<file path="src/rtl/chacha_pkg.sv">
// Shared types and helpers for the ChaCha20 streaming datapath.
// Word i of a keystream block occupies bits [32i+31:32i].
package chacha_pkg;

  localparam int WORDS_PER_BLOCK = 16;
  localparam int WORD_W          = 32;
  localparam int BLK_W           = WORDS_PER_BLOCK * WORD_W;

  typedef enum logic [2:0] {
    ST_IDLE,
    ST_REQ,
    ST_WAIT,
    ST_STREAM,
    ST_FLUSH
  } state_t;

  function automatic logic [WORD_W-1:0] ks_word(input logic [BLK_W-1:0] blk,
                                                input logic [3:0]       idx);
    return blk[{idx, 5'd0} +: WORD_W];
  endfunction

endpackage

</file>
<file path="src/rtl/chacha_stream_decrypt.sv">
// Streaming ChaCha20 decryptor: XORs a ciphertext word stream with keystream
// blocks fetched one at a time from an external block function.
//
// state     | meaning
// ST_IDLE   | no message; waiting for msg_start
// ST_REQ    | presenting ctr, waiting for block function idle to pulse ks_start
// ST_WAIT   | waiting for the keystream block
// ST_STREAM | decrypting up to 16 words from ks_buf
// ST_FLUSH  | counter space exhausted; discarding words until s_last
module chacha_stream_decrypt
  import chacha_pkg::*;
#(
  parameter int BLOCK_COUNT_WIDTH = 32,
  parameter int WIDTH             = 32,
  parameter int BLOCK_WIDTH       = 512
) (
  input  logic                         clk,
  input  logic                         reset,
  input  logic                         msg_start,
  input  logic [BLOCK_COUNT_WIDTH-1:0] init_count,
  input  logic                         s_valid,
  output logic                         s_ready,
  input  logic [WIDTH-1:0]             s_data,
  input  logic [WIDTH/8-1:0]           s_keep,
  input  logic                         s_last,
  output logic                         m_valid,
  input  logic                         m_ready,
  output logic [WIDTH-1:0]             m_data,
  output logic [WIDTH/8-1:0]           m_keep,
  output logic                         m_last,
  output logic                         ks_start,
  output logic [BLOCK_COUNT_WIDTH-1:0] ks_block_count,
  input  logic                         ks_ready,
  input  logic                         ks_valid,
  input  logic [BLOCK_WIDTH-1:0]       ks_data,
  output logic                         busy,
  output logic                         err_ctr_ovf
);

  localparam int KEEP_W = WIDTH / 8;

  state_t                         state, state_nx;
  logic [BLOCK_COUNT_WIDTH-1:0]   ctr;
  logic [3:0]                     widx;
  logic [BLOCK_WIDTH-1:0]         ks_buf;
  logic [WIDTH-1:0]               byte_mask;
  logic [WIDTH-1:0]               plain;
  logic                           blk_end;
  logic                           ctr_max;
  logic                           stream_accept;

  assign blk_end        = (widx == 4'(WORDS_PER_BLOCK - 1));
  assign ctr_max        = &ctr;
  assign stream_accept  = (state == ST_STREAM) && s_valid && s_ready;
  assign ks_block_count = ctr;
  assign busy           = (state != ST_IDLE) || m_valid;

  always_comb begin
    byte_mask = '0;
    for (int i = 0; i < KEEP_W; i++) byte_mask[8*i +: 8] = {8{s_keep[i]}};
  end

  assign plain = (s_data ^ ks_word(ks_buf, widx)) & byte_mask;

  always_ff @(posedge clk) begin
    if (reset) state <= ST_IDLE;
    else       state <= state_nx;
  end

  always_comb begin
    state_nx = state;
    s_ready  = 1'b0;
    ks_start = 1'b0;
    case (state)
      ST_IDLE:   if (msg_start) state_nx = ST_REQ;
      ST_REQ: begin
        if (ks_ready) begin
          ks_start = 1'b1;
          state_nx = ST_WAIT;
        end
      end
      ST_WAIT:   if (ks_valid) state_nx = ST_STREAM;
      ST_STREAM: begin
        s_ready = !m_valid || m_ready;
        if (s_valid && s_ready) begin
          if (s_last)       state_nx = ST_IDLE;
          else if (blk_end) state_nx = ctr_max ? ST_FLUSH : ST_REQ;
        end
      end
      ST_FLUSH: begin
        s_ready = 1'b1;
        if (s_valid && s_last) state_nx = ST_IDLE;
      end
      default:   state_nx = ST_IDLE;
    endcase
  end

  always_ff @(posedge clk) begin
    if (reset) begin
      ctr         <= '0;
      widx        <= '0;
      ks_buf      <= '0;
      m_valid     <= 1'b0;
      m_data      <= '0;
      m_keep      <= '0;
      m_last      <= 1'b0;
      err_ctr_ovf <= 1'b0;
    end else begin
      if (state == ST_IDLE && msg_start) begin
        ctr         <= init_count;
        err_ctr_ovf <= 1'b0;
      end
      if (state == ST_WAIT && ks_valid) begin
        ks_buf <= ks_data;
        widx   <= '0;
      end
      if (m_valid && m_ready) m_valid <= 1'b0;
      if (stream_accept) begin
        m_valid <= 1'b1;
        m_data  <= plain;
        m_keep  <= s_keep;
        m_last  <= s_last;
        // the all-ones block is the last legal one; never wrap
        if (!s_last && blk_end) begin
          if (ctr_max) err_ctr_ovf <= 1'b1;
          else         ctr         <= ctr + BLOCK_COUNT_WIDTH'(1);
        end else if (!s_last) begin
          widx <= widx + 4'd1;
        end
      end
    end
  end

endmodule

</file>
<file path="config.mk">
export PLATFORM = sky130hd
export DESIGN_NAME = chacha_stream_decrypt
export DESIGN_NICKNAME = d
export VERILOG_FILES = /design/src/rtl/chacha_pkg.sv /design/src/rtl/chacha_stream_decrypt.sv
export SDC_FILE = /design/constraint.sdc
export NUM_CORES = 1
export LEC_CHECK = 0
export BUFFER_PORTS_ARGS = -buffer_cell sky130_fd_sc_hd__buf_2
export CORE_AREA = 3 3 257 259
export CTS_CLUSTER_DIAMETER = 150
export CTS_CLUSTER_SIZE = 10
export DETAILED_ROUTE_END_ITERATION = 7
export DIE_AREA = 0 0 260 262
export HOLD_SLACK_MARGIN = 0.06
export PLACE_DENSITY = 0.6
export SETUP_SLACK_MARGIN = 0.1
export SLEW_MARGIN = 30
export SYNTH_ARGS = -nofsm -noshare
export SYNTH_HDL_FRONTEND = slang
export SYNTH_SLANG_ARGS = --single-unit
</file>
<file path="constraint.sdc">
create_clock -name clk -period 4.19 [get_ports clk]
set_input_delay 1.0475 -clock clk [delete_from_list [all_inputs] [get_ports clk]]
set_output_delay 1.0475 -clock clk [all_outputs]
set_load 0.02 [all_outputs]
</file>
==> flow_summary.ini <==
[outcome]
status = finished, final reports clean

[timing]
setup_viol = 0
fmax_mhz = 325
finalWorstSetupSlack_ns = 1.11
clock_skew_ns = 0.0193
finalCriticalPeriod_ns = 3.08
fin_setup_tns_ns = 0
tightest_slew_ns = 1.19
rsz0062_at_grt = no
fin_crit_sh_pct = 73.5
hold_viol_final = 0
finalMaxSlewViolations = 0
relSlewSlack_pct = 20.6

[route]
drcViolationCount = 0
drt-total-wl_um = 102000
drtPass1Iterations = 5
vias_per_cell = 5.40
ant_nets = 0
drt_first_iter_violations = 2218
vias = 24500
wl_per_cell_um = 22.4

[floorplan]
initial_utilization_pct = 39.8
floorplan.rows = 93
die_h_um = 262
pin_count = 662
dieArea_um2 = 68100
die_w_um = 260
core_region_area_um2 = 64100

[critical_path]
regToRegSetupSlack_ns = 1.11
crit_path_end_kind = register
cp.required_ns = 4.65
worst_setup_path_start_kind = register
arrival_ns = 3.54
crit_fanout = 37
criticalPathCategory = register to register

[power_and_ir_drop]
power_switching_mw = 4.08
seqPwrFrac_pct = 45.9
leakagePower_nw = 11.3
power_frac_clock_pct = 37.6
internal_power_mw = 9.84
p_comb_share_pct = 16.5
switching_share_pct = 29.3
vdd_ir_drop_max_uv = 266
p_per_area_nw_per_um2 = 444

[clock_network]
clkTransAtPathRegs_ns = 0.06
worstSkewPairLatency_ns = 0.61
cts_tree = yes
hold_buffers = 0
cts_sinks = 590
cts-root-buf = clkbuf_16
cts_buffer_depth = 3
cts_made_buffers = 68
ctsResizeCount = 0
h-tree-depth = 3
postCtsSetupBuffers = 0

[global_routing]
use_met2_pct = 46.2
grt_pass1_vias = 22700
grt_max_degree = 172
overflow = 0
globalRouteMet1Util_pct = 37.5
antenna_found_initial = 46
busiest_layer = met2
met3_usage_pct = 6.23
grt_pass1_wl_um = 145000
grt_use_total_pct = 28.3

[cells_and_area]
final_common_cell = nand2_1
drive_gt1_share_pct = 23.8
syn_to_final_growth_pct = 23.0
fin_nets = 4237
layout_common_cells = nand2_1, buf_2, dfxtp_1

[logic_synthesis]
ys_ff_latch = 590
ys_types = 62
synth_edf_count = 0
ys_async_sr_fraction_pct = 0
syn_nets = 3714
synth_area_per_cell_um2 = 8.16
synth_warnings = 0
seq_area_frac_synth_pct = 46.3
synth_top_flop_cell = dfxtp_1
syn_inst = 3124
netlist_area_um2 = 25500

[placement]
io_buffers = 661
dp_worst_setup_slack_ns = 0.866
hpwl_um = 74700
routabilityCongestion = 0.893

[min_path]
min_path_type = register to register

[job]
cap_violations = 0
## through the flow
| step | cells | utilization, % | cell area, µm² | power, mW | hold slack [ns] |
|---|---|---|---|---|---|
| finish | 4540 | 48.9 | 31400 | 13.9 | 0.437 |
| global route | 4529 | 48.9 | 31300 | 14.5 | 0.461 |
| CTS | 4505 | 48.8 | 31300 | 14.0 | 0.442 |
| detailed placement | 4428 | 45.9 | 29400 | 8.79 | 0.434 |
| global placement | 4428 | 45.9 | 29400 | 8.77 | 0.430 |
| floorplan | 3124 | - | 25500 | 7.84 | 0.433 |
## cells by family after synthesis
family / synth area share, %
buffers and inverters: 4.17
flip-flops: 46.3
multiplexers: 10.9
XOR/XNOR: 1.34
AND/OR/NAND/NOR: 20.0
AO/OA/AOI/OAI: 17.2
adder cells (fa/ha/maj): 0.0981
## registers in the layout (all words and copies together) (netlist names)
signal and count:
ks_buf 512, state 3, err_ctr_ovf 1, widx 4
m_last 1, m_keep 4, m_valid 1, m_data 32
ks_block_count 32
## worst max-delay path: stages, from the launching register on
cell,delay [ns]
dfxtp_2,0.91
and4b_1,0.34
nand4_1,0.52
a41oi_4,0.63
nor2_2,0.19
a221oi_1,0.29
nor2_1,0.06
## synthesized netlist by cell type (8+ instances only)
master / count / area, µm²
nand2_1: 1124 / 4220
dfxtp_1: 590 / 11800
a21oi_1: 541 / 2710
clkbuf_1: 167 / 627
mux2i_1: 134 / 1340
buf_2: 75 / 375
a221oi_1: 69 / 604
mux4_2: 64 / 1440
o21ai_1: 46 / 230
nor2_1: 41 / 154
xnor2_1: 37 / 324
o21ai_0: 36 / 180
a22oi_1: 35 / 263
nand3_1: 18 / 90.1
a31oi_1: 10 / 62.6
nor3_1: 10 / 50.1
nand4_1: 9 / 56.3
o211ai_1: 9 / 67.6
buf_1: 8 / 30.0
or3_1: 8 / 50.1
## power groups by stage
stage | Clock, mW | Combinational (mW) | Sequential, mW
6_report | 5.23 | 2.30 | 6.39
5_1_grt | 5.52 | 2.52 | 6.43
4_1_cts | 5.34 | 2.30 | 6.38
3_5_place_dp | 0 | 2.29 | 6.50
3_3_place_gp | 0 | 2.28 | 6.49
2_1_floorplan | 0 | 1.38 | 6.46
## routing by layer
metal / up-vias / wire length, µm
met2: 839 / 48500
met4: 28 / 2560
li1: 11800 / -
met3: 170 / 7630
met5: - / 180
met1: 11700 / 42900
## worst paths after layout
kind,startpoint,end,cells past startpoint
max reg2reg,widx[3],ks_block_count[0],6
min,m_data[28],m_data[28],2
min reg2reg,m_data[28],m_data[28],2
max,widx[3],ks_block_count[0],6
## final cells by class
cell class / count / area [µm²]
inverters: 5 / 18.8
fillers: 6536 / 32800
repair buffers: 704 / 3870
clock inverters: 7 / 109
well taps: 855 / 1070
flip-flops and latches: 590 / 11800
multi-input cells: 2278 / 12700
clock buffers: 70 / 1710
diodes: 31 / 77.6
Power figures use the tool's default switching activity.
